===== src/rtl/char_buffer_arbiter.sv =====
// Character-buffer port arbiter: video fetch, host writes and a clear-screen sequencer.
// Define SCROLL_OFFSET_EN to add the base_row input that rotates the video address by whole rows.
module char_buffer_arbiter #(
    parameter int unsigned COLS      = 80,
    parameter int unsigned ROWS      = 24,
    parameter int unsigned AW        = 11,
    parameter logic [7:0]  FILL_CHAR = 8'h20
) (
    input  logic          px_clk,
    input  logic          clr_n,
    input  logic          vid_active,
    input  logic [AW-1:0] vid_addr,
`ifdef SCROLL_OFFSET_EN
    input  logic [4:0]    base_row,
`endif
    input  logic          wr_req,
    input  logic [AW-1:0] wr_addr,
    input  logic [7:0]    wr_data,
    output logic          wr_ack,
    input  logic          cls_req,
    output logic          cls_busy,
    output logic [AW-1:0] mem_addr,
    output logic [7:0]    mem_din,
    output logic          mem_wen
);

    localparam int unsigned  DEPTH    = COLS * ROWS;
    localparam logic [AW:0]  DEPTH_X  = (AW + 1)'(DEPTH);
    localparam logic [AW-1:0] LAST_PTR = AW'(DEPTH - 1);

    localparam logic [0:0] StIdle  = 1'b0;
    localparam logic [0:0] StClear = 1'b1;

    logic [0:0]    state_q, state_d;
    logic [AW-1:0] ptr_q, ptr_d;
    logic          cls_busy_q, cls_busy_d;
    logic [AW-1:0] mem_addr_q, mem_addr_d;
    logic [7:0]    mem_din_q, mem_din_d;
    logic          mem_wen_q, mem_wen_d;
    logic          wr_ack_q, wr_ack_d;
    logic [AW-1:0] vid_phys;

`ifdef SCROLL_OFFSET_EN
    logic [AW:0] row_off;
    logic [AW:0] vid_sum;

    // vid_addr < DEPTH and row_off < DEPTH, so one conditional subtract wraps the sum.
    always_comb begin
        row_off  = (32'(base_row) < ROWS) ? (AW + 1)'(32'(base_row) * COLS) : '0;
        vid_sum  = {1'b0, vid_addr} + row_off;
        vid_phys = (vid_sum >= DEPTH_X) ? AW'(vid_sum - DEPTH_X) : vid_sum[AW-1:0];
    end
`else
    assign vid_phys = vid_addr;
`endif

    always_comb begin
        state_d    = state_q;
        ptr_d      = ptr_q;
        cls_busy_d = cls_busy_q | cls_req;
        mem_addr_d = mem_addr_q;
        mem_din_d  = mem_din_q;
        mem_wen_d  = 1'b0;
        wr_ack_d   = 1'b0;

        if (vid_active) begin
            mem_addr_d = vid_phys;
        end else if (state_q == StClear || cls_busy_q) begin
            mem_addr_d = ptr_q;
            mem_din_d  = FILL_CHAR;
            mem_wen_d  = 1'b1;
            if (ptr_q == LAST_PTR) begin
                ptr_d      = '0;
                state_d    = StIdle;
                cls_busy_d = 1'b0;
            end else begin
                ptr_d   = ptr_q + 1'b1;
                state_d = StClear;
            end
        end else if (wr_req && !wr_ack_q && !cls_req) begin
            // A clear request arriving this cycle takes the port first.
            mem_addr_d = wr_addr;
            mem_din_d  = wr_data;
            mem_wen_d  = ({1'b0, wr_addr} < DEPTH_X);
            wr_ack_d   = 1'b1;
        end
    end

    always_ff @(posedge px_clk or negedge clr_n) begin
        if (!clr_n) begin
            state_q    <= StIdle;
            ptr_q      <= '0;
            cls_busy_q <= 1'b0;
            mem_addr_q <= '0;
            mem_din_q  <= '0;
            mem_wen_q  <= 1'b0;
            wr_ack_q   <= 1'b0;
        end else begin
            state_q    <= state_d;
            ptr_q      <= ptr_d;
            cls_busy_q <= cls_busy_d;
            mem_addr_q <= mem_addr_d;
            mem_din_q  <= mem_din_d;
            mem_wen_q  <= mem_wen_d;
            wr_ack_q   <= wr_ack_d;
        end
    end

    assign mem_addr = mem_addr_q;
    assign mem_din  = mem_din_q;
    assign mem_wen  = mem_wen_q;
    assign wr_ack   = wr_ack_q;
    assign cls_busy = cls_busy_q;

endmodule


===== config.mk =====
export PLATFORM = sky130hd
export DESIGN_NAME = char_buffer_arbiter
export DESIGN_NICKNAME = d
export VERILOG_FILES = /design/src/rtl/char_buffer_arbiter.sv
export SDC_FILE = /design/constraint.sdc
export NUM_CORES = 1
export LEC_CHECK = 0
export ABC_AREA = 0
export CORE_MARGIN = 2
export CORE_UTILIZATION = 31
export CTS_BUF_LIST = sky130_fd_sc_hd__clkbuf_8
export DETAILED_ROUTE_END_ITERATION = 6
export SYNTH_ARGS = -nofsm -noshare
export SYNTH_HDL_FRONTEND = slang
export SYNTH_SLANG_ARGS = --single-unit

===== constraint.sdc =====
create_clock -name px_clk -period 1.6 [get_ports px_clk]
set_input_delay 0.48 -clock px_clk [delete_from_list [all_inputs] [get_ports px_clk]]
set_output_delay 0.48 -clock px_clk [all_outputs]
set_load 0.01 [all_outputs]

==> flow_metrics.tcl, run 1 <==
set metrics [dict create \
    run_status "complete, no violations" \
    coreArea_sq_um 5608 \
    starting_density_of_the_core_pct 32.66 \
    worst-setup-path-type "register to register" \
    synth.yosys.warnings 0 \
    power.total_mw 2.389 \
    gp_congestion 0.8474 \
    worst_slew_margin_rel_pct 74.57 \
    critPathLaunchType "register" \
    worstHoldPathType "register to register" \
    path_buf_inv 1 \
    setup_viol 0 \
    num_antenna_cells 0 \
    yosys-top-cells-area "dfrtp_1 (46%), o31ai_2 (6.1%), nand3_1 (4.6%)" \
    clock_sinks 34 \
    dp.final_hpwl_mm 3.416 \
    worst_setup_path_end_kind "register" \
    post_cts.repair.setup_buffers 0 \
    path_cells "buf_4 > o21a_1 > a211oi_1 > o31ai_4" \
    power_share_of_the_clock_group_pct 27.1 \
    fillers 554 \
    critPathMaxFanout 10 \
    post-route-min-period_ns 1.451 \
    final_core_utilization_pct 48.37 \
    rsz0062_at_grt "false" \
    num_rows 27 \
    drt_drc_violations_left 0 \
    via_count_of_the_first_global_routing_pass 1575 \
    synth-seq-cells 34 \
    grt_start_max_net_pins 35 \
    power.net_switching_mw 0.6929 \
    maxCapViolations 0 \
    tritoncts.num_buffers 5 \
    drtPass1Iterations 4 \
    route.final.wire_length_mm 4.716 \
    share_comb_of_total_power_pct 29.5 \
    avgSynthCellArea_sq_um 10.47 \
    grt.total_usage_pct 15.68 \
    worst_ep_required_time_ns 1.77 \
    fin_skew_ns 0.006273 \
    avgViaCountPerCell 5.137 \
    max_slew.worst_pin.slew_ns 0.3791 \
    layout-area-overhead-vs-synth_pct 48.09 \
    route.antenna.remaining_nets 0 \
    seq_power_share_pct 43.4 \
    drive_gt1_share_pct 21.29 \
    routed-via-count 1649 \
    die_area_sq_um 6540 \
    leakage_power_nw 1.160 \
    worstSkewPairLatency_ns 0.29 \
    design.portCount 57 \
    cts.root.buffer_cell "clkbuf_8" \
    pre_cts_ws_ns -0.4732 \
    fp.dieW_um 80.87 \
    slowest_cell_on_the_critical_path "dfrtp_1" \
    power_per_cell_area_nw_per_um2 880.9 \
    dpl_cell_area_sq_um 2599 \
    grt_antenna_before_repair 0 \
    critical_path.top_delay_family "compound AO/OA/AOI/OAI gates" \
    switching_share_pct 29.00 \
    finalMaxSlewViolations 0 \
    postSynthCellCount 175 \
    die_h_um 80.87 \
    p_int_mw 1.696 \
    final_hold_viol_count 0 \
    worst_vdd_drop_mv 0.3808 \
    clock.fmax_mhz 689.1 \
    worstPathArrival_ns 1.62 \
    grt_pass1_wl_mm 7.741 \
    tritoncts_clock_tree "built" \
    post_synth_instance_area_sq_um 1832 \
    finalCritPeriodShare_pct 90.70 \
    port_buffers 56 \
    drt_iter0_markers 67 \
    post_drt_wl_per_cell_um 14.69 \
    post-route-worst-setup-slack_ns 0.1488 \
    cts-root-to-sink-buffers 2 \
    htree_num_levels 2 \
    clk_pin_slew_ns 0.07 \
    design.final.nets 284 \
    final_cell_area_sq_um 2713 \
    globalRouteOverflowTotal 0 \
    synth_area_leader_cell "dfrtp_1" \
    cts_hold_buffers 0 \
    critPathMaxStageDelay_ns 0.49 \
    synth_top_area_share_pct 46.45 \
    synth_fp_nets 211 \
    ys_types 45 \
    ys_seq_area_share_pct 46.45 \
]
cell usage after synthesis:
cell	n
clkbuf_2	1
a31oi_1	2
o32a_1	1
o211ai_1	1
clkbuf_1	7
a211oi_1	11
dfrtp_1	34
buf_6	1
o22ai_1	1
buf_2	6
o21ai_0	4
o21a_1	11
ha_1	1
or3b_1	1
a22o_1	7
nor2b_1	12
nor4_4	1
mux2_2	1
a22oi_1	1
o21bai_1	2
and2_1	1
o31ai_4	1
xnor2_1	3
o41a_1	1
nand2b_1	2
a21oi_1	1
and2_4	1
a2bb2oi_1	1
a41o_1	1
nor3_1	4
nand3_1	17
inv_1	3
o21ba_2	1
o41ai_1	1
or3_1	1
o31ai_2	9
a21o_1	1
and4_1	1
o31a_1	1
nand2_1	9
buf_1	1
nor2_1	2
and3_1	1
nand4_1	3
o31ai_1	2
path summary, 6_finish.rpt:
| path | start | to | slack, ns | depth (start not counted) |
|---|---|---|---|---|
| setup reg to reg | state_q$_DFFE_PN0P_ | mem_addr[7]$_DFFE_PN0P_ | 0.15 | 4 |
| setup / recovery | state_q$_DFFE_PN0P_ | mem_addr[7]$_DFFE_PN0P_ | 0.15 | 4 |
| hold reg to reg | mem_din[6]$_DFFE_PN0P_ | mem_din[6]$_DFFE_PN0P_ | 0.49 | 1 |
| min in group asynchronous | clr_n | ptr_q[8]$_DFFE_PN0P_ | 0.56 | 2 |
| hold / removal | mem_din[6]$_DFFE_PN0P_ | mem_din[6]$_DFFE_PN0P_ | 0.49 | 1 |
| max in group asynchronous | clr_n | mem_addr[3]$_DFFE_PN0P_ | 0.86 | 2 |
per-stage QoR:
stage | hold slack [ns] | std cells | TNS (ns)
floorplan | 0.1844 | 175 | 0
detailed placement | 0.4860 | 311 | -10.79
global route | 0.5105 | 321 | 0
global placement | 0.4841 | 311 | -9.884
finish | 0.4945 | 321 | 0
CTS | 0.4971 | 321 | 0
sequential cells by signal, summed over array words and instances (netlist names):
signal and count:
ptr_q 11, mem_wen 1, wr_ack 1, state_q 1
mem_addr 11, mem_din 8, cls_busy 1
routing by layer:
metal	GRT usage (%)	up-vias	wire length (um)
met5	0	-	0
met4	6.610	0	79
met3	3.444	5	204
met2	25.70	40	2281
met1	19.93	797	2150
li1	-	807	-
cells by family (layout without fill, tap and decap cells):
family / count (synthesis) / in the layout / share of synthesized area, %
AOI/OAI and AO/OA: 61 / 62 / 28.62
xor gates and xnor gates: 3 / 3 / 1.435
adders and majority gates: 1 / 1 / 0.6830
buffers and inverters: 19 / 91 / 4.781
DFF: 34 / 34 / 46.45
muxes: 1 / 1 / 0.6147
and+or+nand+nor: 56 / 57 / 17.42
power by group through the flow:
stage          clock [mW]  sequential [mW]  combinational (mW)
2_1_floorplan           0             1.08               0.334
3_3_place_gp            0             1.05               0.726
3_5_place_dp            0             1.06               0.728
4_1_cts             0.680             1.04               0.711
5_1_grt             0.722             1.05               0.776
6_report            0.648             1.04               0.704
cells in the final DEF, fill, tap and decap left out, types with 2 or more instances in the layout:
cell type / n
a22o_1: 7
a31oi_1: 2
nor2b_1: 12
nor3_2: 2
dfrtp_1: 34
o21ai_0: 4
xnor2_1: 3
inv_1: 4
nand4_1: 3
nand2_1: 9
dlygate4sd2_1: 24
a211oi_1: 11
nor3_1: 2
o31ai_2: 10
nand2b_1: 2
clkbuf_8: 6
o21a_1: 11
clkdlybuf4s50_1: 31
nor2_1: 2
nand3_1: 17
buf_4: 22
and2_4: 2
final cells by class:
| type | count | area (sq um) | share of cell area (%) |
|---|---|---|---|
| Timing Repair Buffer | 80 | 729.5 | 26.89 |
| Clock inverter | 2 | 8.758 | 0.3229 |
| Inverter | 3 | 11.26 | 0.4151 |
| Tap cell | 72 | 90.09 | 3.321 |
| Clock buffer | 6 | 82.58 | 3.044 |
| Sequential cell | 34 | 850.8 | 31.37 |
| Multi-Input combinational cell | 124 | 939.7 | 34.64 |
worst register-to-register path, cell delays in order (launching register included):
cell,delay [ns]
dfrtp_1,0.49
buf_4,0.20
o21a_1,0.18
a211oi_1,0.36
o31ai_4,0.10
timing repair:
action	CTS	global route
gates resized for setup	31	3
endpoints found under the hold margin	0	0
pin swaps	9	0
gates cloned	2	0
setup endpoints to repair	42	14
(Power assumes the default switching activity.)
==> inputs of run 2 (changes only) <==
--- a/config.mk
+++ b/config.mk
@@ -6,7 +6,7 @@
 export NUM_CORES = 1
 export LEC_CHECK = 0
 export ABC_AREA = 0
-export CORE_MARGIN = 2
+export CAP_MARGIN = 20
 export CORE_UTILIZATION = 31
 export CTS_BUF_LIST = sky130_fd_sc_hd__clkbuf_8
 export DETAILED_ROUTE_END_ITERATION = 6
==> run 2 against run 1 <==
Compared with the run above:
- power up 4.2%
- fmax down 5.7%
- sequential power about the same
- register-to-register slack worse by 0.06 ns
- via count up 0.42%
- final area up 2.7%
- clock skew up 0.0017 ns
- utilization up 1.3 points
- setup slack worse by 0.089 ns
- largest cell class unchanged
- highest routed layer unchanged
==> flow_metrics.tcl, run 2 (synthesized netlist as in run 1, its figures left out) <==
set metrics [dict create \
    run_status "complete, no violations" \
    worst_slew_margin_rel_pct 75.11 \
    avgViaCountPerCell 5.095 \
    timing.rr.end "mem_din[6]$_DFFE_PN0P_" \
    worst_vdd_drop_mv 0.3450 \
    critical_path.endpoint "ptr_q[10]$_DFFE_PN0P_" \
    route.antenna.remaining_nets 0 \
    globalRouteOverflowTotal 0 \
    final_hold_viol_count 0 \
    setup_viol 0 \
    worst_setup_path_end_kind "register" \
    coreArea_sq_um 5608 \
    layout.cells.most_common_list "dfrtp_1 (34), clkdlybuf4s50_1 (32), buf_4 (25), dlygate4sd2_1 (23), nand3_1 (17)" \
    cts.root.buffer_cell "clkbuf_8" \
    leakage_power_nw 1.191 \
    tritoncts.num_buffers 5 \
    power_per_cell_area_nw_per_um2 894.2 \
    starting_density_of_the_core_pct 32.66 \
    tritoncts_clock_tree "built" \
    grt.total_usage_pct 16.41 \
    drt_iter0_markers 51 \
    clock_sinks 34 \
    die_area_sq_um 6220 \
    worstSkewPairLatency_ns 0.28 \
    finalCritPeriodShare_pct 96.23 \
    worstPathArrival_ns 1.71 \
    post_drt_wl_per_cell_um 14.98 \
    die_h_um 78.87 \
    drt_drc_violations_left 0 \
    worst_setup_path_startpoint "vid_active" \
    htree_num_levels 2 \
    gp_congestion 0.8477 \
    finalMaxSlewViolations 0 \
    route.final.wire_length_mm 4.870 \
    critPathLaunchType "primary input" \
    regArea_sq_um 850.8 \
    fp.dieW_um 78.87 \
    fin_skew_ns 0.007966 \
    worst-setup-path-type "primary input to register" \
    port_buffers 56 \
    rsz0062_at_grt "false" \
    worst-r2r-setup-slack_ns 0.09 \
    worst-r2r-cell-count 4 \
    drive_gt1_share_pct 23.72 \
    routed-via-count 1656 \
    worstHoldPathType "register to register" \
    cts-root-to-sink-buffers 2 \
    layout-area-overhead-vs-synth_pct 52.05 \
    cts_hold_buffers 0 \
    combined_area_of_the_multi_input_logic_cells_sq_um 958.4 \
    design.portCount 57 \
    fillers 559 \
    maxCapViolations 0 \
    whs_ns 0.4945 \
    num_rows 27 \
    path_cells "clkdlybuf4s50_1 > o21bai_4 > nor3_1 > mux2_2" \
    grt_pass1_wl_mm 7.817 \
    worst_ep_required_time_ns 1.77 \
    critPathMaxStageDelay_ns 0.45 \
    max_slew.worst_pin.slew_ns 0.3733 \
    clock.fmax_mhz 649.5 \
    totalNegativeSetupSlack_ns 0 \
    layout_commonest_cell "dfrtp_1" \
    whs_path_depth 1 \
    critPathMaxFanout 5 \
    dp.final_hpwl_mm 3.397 \
    worstReg2RegStart "wr_ack$_DFF_PN0_" \
    via_count_of_the_first_global_routing_pass 1589 \
    grt_antenna_before_repair 0 \
    clk_pin_slew_ns 0.06 \
    drtPass1Iterations 4 \
    design.final.nets 288 \
    slowest_cell_on_the_critical_path "clkdlybuf4s50_1" \
    num_antenna_cells 0 \
    post-route-min-period_ns 1.540 \
    grt_start_max_net_pins 35 \
]
==> run 2: layer usage <==
metal	part of all wire, %	track usage [%]	wire length, um
met4	1.3	5.455	63
met3	4.5	3.908	217
met5	0	0	0
met1	46	22.35	2261
met2	48	25.57	2326
==> run 2: worst max-delay path: cells and delay by family <==
kind / cells / cell delay (ns)
buffers and inverters: 1 / 0.45
muxes: 1 / 0.35
AOI/OAI and AO/OA: 1 / 0.22
and+or+nand+nor: 1 / 0.20
==> run 2: layout make-up <==
| type | count | area share, % |
|---|---|---|
| clock buffers | 8 | 3.953 |
| repair buffers | 84 | 27.45 |
| flip-flops and latches | 34 | 30.55 |
| multi-input cells | 124 | 34.41 |
| inverters | 3 | 0.4043 |
| well taps | 72 | 3.235 |
==> run 2: power by group <==
part | internal [mW] | switching, mW | total (mW) | leakage (nW)
registers | 0.970 | 0.0702 | 1.04 | 0.413
logic | 0.387 | 0.325 | 0.712 | 0.721
clock network | 0.434 | 0.304 | 0.738 | 0.0575
total | 1.79 | 0.699 | 2.49 | 1.19
==> run 2: how the worst min path moves through the flow <==
stage,from,end
after floorplan,clr_n,cls_busy$_DFF_PN0_
after global routing,mem_din[4]$_DFFE_PN0P_,mem_din[4]$_DFFE_PN0P_
after CTS,mem_din[3]$_DFFE_PN0P_,mem_din[3]$_DFFE_PN0P_
final,mem_din[3]$_DFFE_PN0P_,mem_din[3]$_DFFE_PN0P_
after global placement,mem_din[2]$_DFFE_PN0P_,mem_din[2]$_DFFE_PN0P_
after detailed placement,mem_din[3]$_DFFE_PN0P_,mem_din[3]$_DFFE_PN0P_
==> run 2: per-stage QoR <==
stage	util, %	power [mW]	cell area [sq um]	setup slack (ns)	instances
3_5_place_dp	46.61	1.782	2614	-0.4358	313
5_1_grt	49.67	2.637	2785	0.005550	325
6_report	49.67	2.491	2785	0.06030	325
3_3_place_gp	46.61	1.778	2614	-0.4097	313
4_1_cts	48.86	2.516	2740	-0.008943	323
2_1_floorplan	-	1.417	1832	0.005377	175
==> run 2: timing repair <==
item / CTS / global route
pin swaps: 2 / 2
gates resized for setup: 31 / 8
setup endpoints to repair: 44 / 25
gates cloned: 2 / 1
endpoints found under the hold margin: 0 / 0
buffers inserted: 0 / 1
==> inputs of run 3 (changes only) <==
--- a/config.mk
+++ b/config.mk
@@ -10,6 +10,7 @@
 export CORE_UTILIZATION = 31
 export CTS_BUF_LIST = sky130_fd_sc_hd__clkbuf_8
 export DETAILED_ROUTE_END_ITERATION = 6
+export PLACE_DENSITY = 0.59
 export SYNTH_ARGS = -nofsm -noshare
 export SYNTH_HDL_FRONTEND = slang
 export SYNTH_SLANG_ARGS = --single-unit
==> run 3 against run 2 <==
Compared with the run above:
- final area increased by 0.99%
- highest routed layer unchanged
- power is 2.2% higher
- combinational power down 4.2%
- sequential power hardly changed
- largest power group unchanged
- sequential share of layout area is 0.25 points lower
- setup slack gained 0.025 ns
- largest cell class unchanged
- via count decreased by 0.97%
- worst hold slack better by 0.014 ns
==> flow_metrics.tcl, run 3 (synthesized netlist as in run 1, its figures left out) <==
set metrics [dict create \
    grt.total_usage_pct 17.21 \
    htree_num_levels 2 \
    tritoncts_clock_tree "built" \
    worst_setup_path_end_kind "register" \
    max_slew.worst_pin.slew_ns 0.3735 \
    avgViaCountPerCell 5.046 \
    dpl_cell_area_sq_um 2626 \
    worst_ep_required_time_ns 1.83 \
    drtPass1Iterations 4 \
    layout.cells.most_common_list "dfrtp_1 (33), clkdlybuf4s50_1 (31), buf_4 (23), dlygate4sd2_1 (22), nand3_1 (17)" \
    num_antenna_cells 0 \
    cts_hold_buffers 0 \
    worst_vdd_drop_mv 0.3339 \
    post-place-cells 313 \
    critPathMaxFanout 4 \
    critPathLaunchType "register" \
    totalNegativeSetupSlack_ns 0 \
    path_cells "or3b_4 > nor4_4 > buf_2 > a22o_1" \
    routed-via-count 1640 \
    drt_iter0_markers 83 \
    final_hold_viol_count 0 \
    tritoncts.num_buffers 5 \
    cts-root-to-sink-buffers 2 \
    starting_density_of_the_core_pct 32.66 \
    die_h_um 78.87 \
    pre_cts_ws_ns -0.4387 \
    fp.dieW_um 78.87 \
    layout-area-overhead-vs-synth_pct 53.55 \
    dp.final_hpwl_mm 3.548 \
    clock.fmax_mhz 660.0 \
    power.total_mw 2.544 \
    drive_gt1_share_pct 24.11 \
    drt_drc_violations_left 0 \
    leakage_power_nw 1.206 \
    maxCapViolations 0 \
    combined_area_of_the_multi_input_logic_cells_sq_um 968.4 \
    fin_skew_ns 0.002820 \
    route.antenna.remaining_nets 0 \
    route.final.wire_length_mm 5.016 \
    clk_pin_slew_ns 0.08 \
    grt_antenna_before_repair 0 \
    rsz0062_at_grt "false" \
    cts.root.buffer_cell "clkbuf_8" \
    worst-setup-path-type "register to register" \
    grt_start_max_net_pins 35 \
    final_cell_area_sq_um 2813 \
    setup_viol 0 \
    clock_sinks 34 \
    worst_slew_margin_rel_pct 74.95 \
    whs_ns 0.5086 \
    die_area_sq_um 6220 \
    gp_congestion 0.8174 \
    post_drt_wl_per_cell_um 15.43 \
    worstPathArrival_ns 1.75 \
    grt_pass1_wl_mm 8.314 \
    final_core_utilization_pct 50.16 \
    post-route-min-period_ns 1.515 \
    finalMaxSlewViolations 0 \
    post-route-worst-setup-slack_ns 0.08481 \
    design.final.nets 288 \
    design.portCount 57 \
    coreArea_sq_um 5608 \
    port_buffers 56 \
    regArea_sq_um 852.1 \
    layout_commonest_cell "dfrtp_1" \
    run_status "complete, no violations" \
    worstHoldPathType "register to register" \
    fillers 554 \
    via_count_of_the_first_global_routing_pass 1644 \
    critPathMaxStageDelay_ns 0.40 \
    finalCritPeriodShare_pct 94.70 \
    slowest_cell_on_the_critical_path "dfrtp_1" \
    instances_no_fill 325 \
    power_per_cell_area_nw_per_um2 904.5 \
    num_rows 27 \
    worstSkewPairLatency_ns 0.29 \
    globalRouteOverflowTotal 0 \
]
-- run 3: worst paths after layout --
check / from / end / slack, ns / cells after the start
worst max-delay path: wr_ack$_DFF_PN0_ / mem_din[4]$_DFFE_PN0P_ / 0.08 / 4
worst min-delay path: mem_din[2]$_DFFE_PN0P_ / mem_din[2]$_DFFE_PN0P_ / 0.51 / 1
worst max register to register: wr_ack$_DFF_PN0_ / mem_din[4]$_DFFE_PN0P_ / 0.08 / 4
worst min register to register: mem_din[2]$_DFFE_PN0P_ / mem_din[2]$_DFFE_PN0P_ / 0.51 / 1
max in group asynchronous: clr_n / state_q$_DFFE_PN0P_ / 0.84 / 2
min in group asynchronous: clr_n / mem_din[3]$_DFFE_PN0P_ / 0.56 / 2
-- run 3: layout make-up --
class | instances | share of cell area, %
clock buffer | 5 | 2.447
clock inverter | 3 | 1.468
inverter | 3 | 0.4004
multi-input combinational | 124 | 34.43
sequential | 34 | 30.29
tap | 72 | 3.203
timing repair buffer | 84 | 27.76
-- run 3: what timing repair did --
action,4_1_cts,5_1_grt
setup endpoints to repair,44,26
buffers inserted,0,1
pin swaps,7,3
gates resized for setup,31,10
gates cloned,2,1
-- run 3: metal layers --
layer / up-vias / GRT usage (%) / wire, um
li1: 822 / - / -
met1: 781 / 23.00 / 2463
met2: 32 / 28.26 / 2319
met3: 5 / 3.333 / 183
met4: 0 / 4.909 / 48
met5: - / 0 / 0
-- run 3: worst max-delay path: cells and delay by family (launching register included) --
| kind | cells | cell delay (ns) |
|---|---|---|
| AO/OA/AOI/OAI | 1 | 0.14 |
| flip-flops | 1 | 0.40 |
| AND/OR/NAND/NOR | 2 | 0.72 |
| buffers and inverters | 1 | 0.21 |
-- run 3: power by group --
group	switching [mW]	total, mW	internal, mW
Combinational	0.301	0.682	0.381
Clock	0.341	0.800	0.459
Sequential	0.0929	1.06	0.969
Total	0.736	2.54	1.81
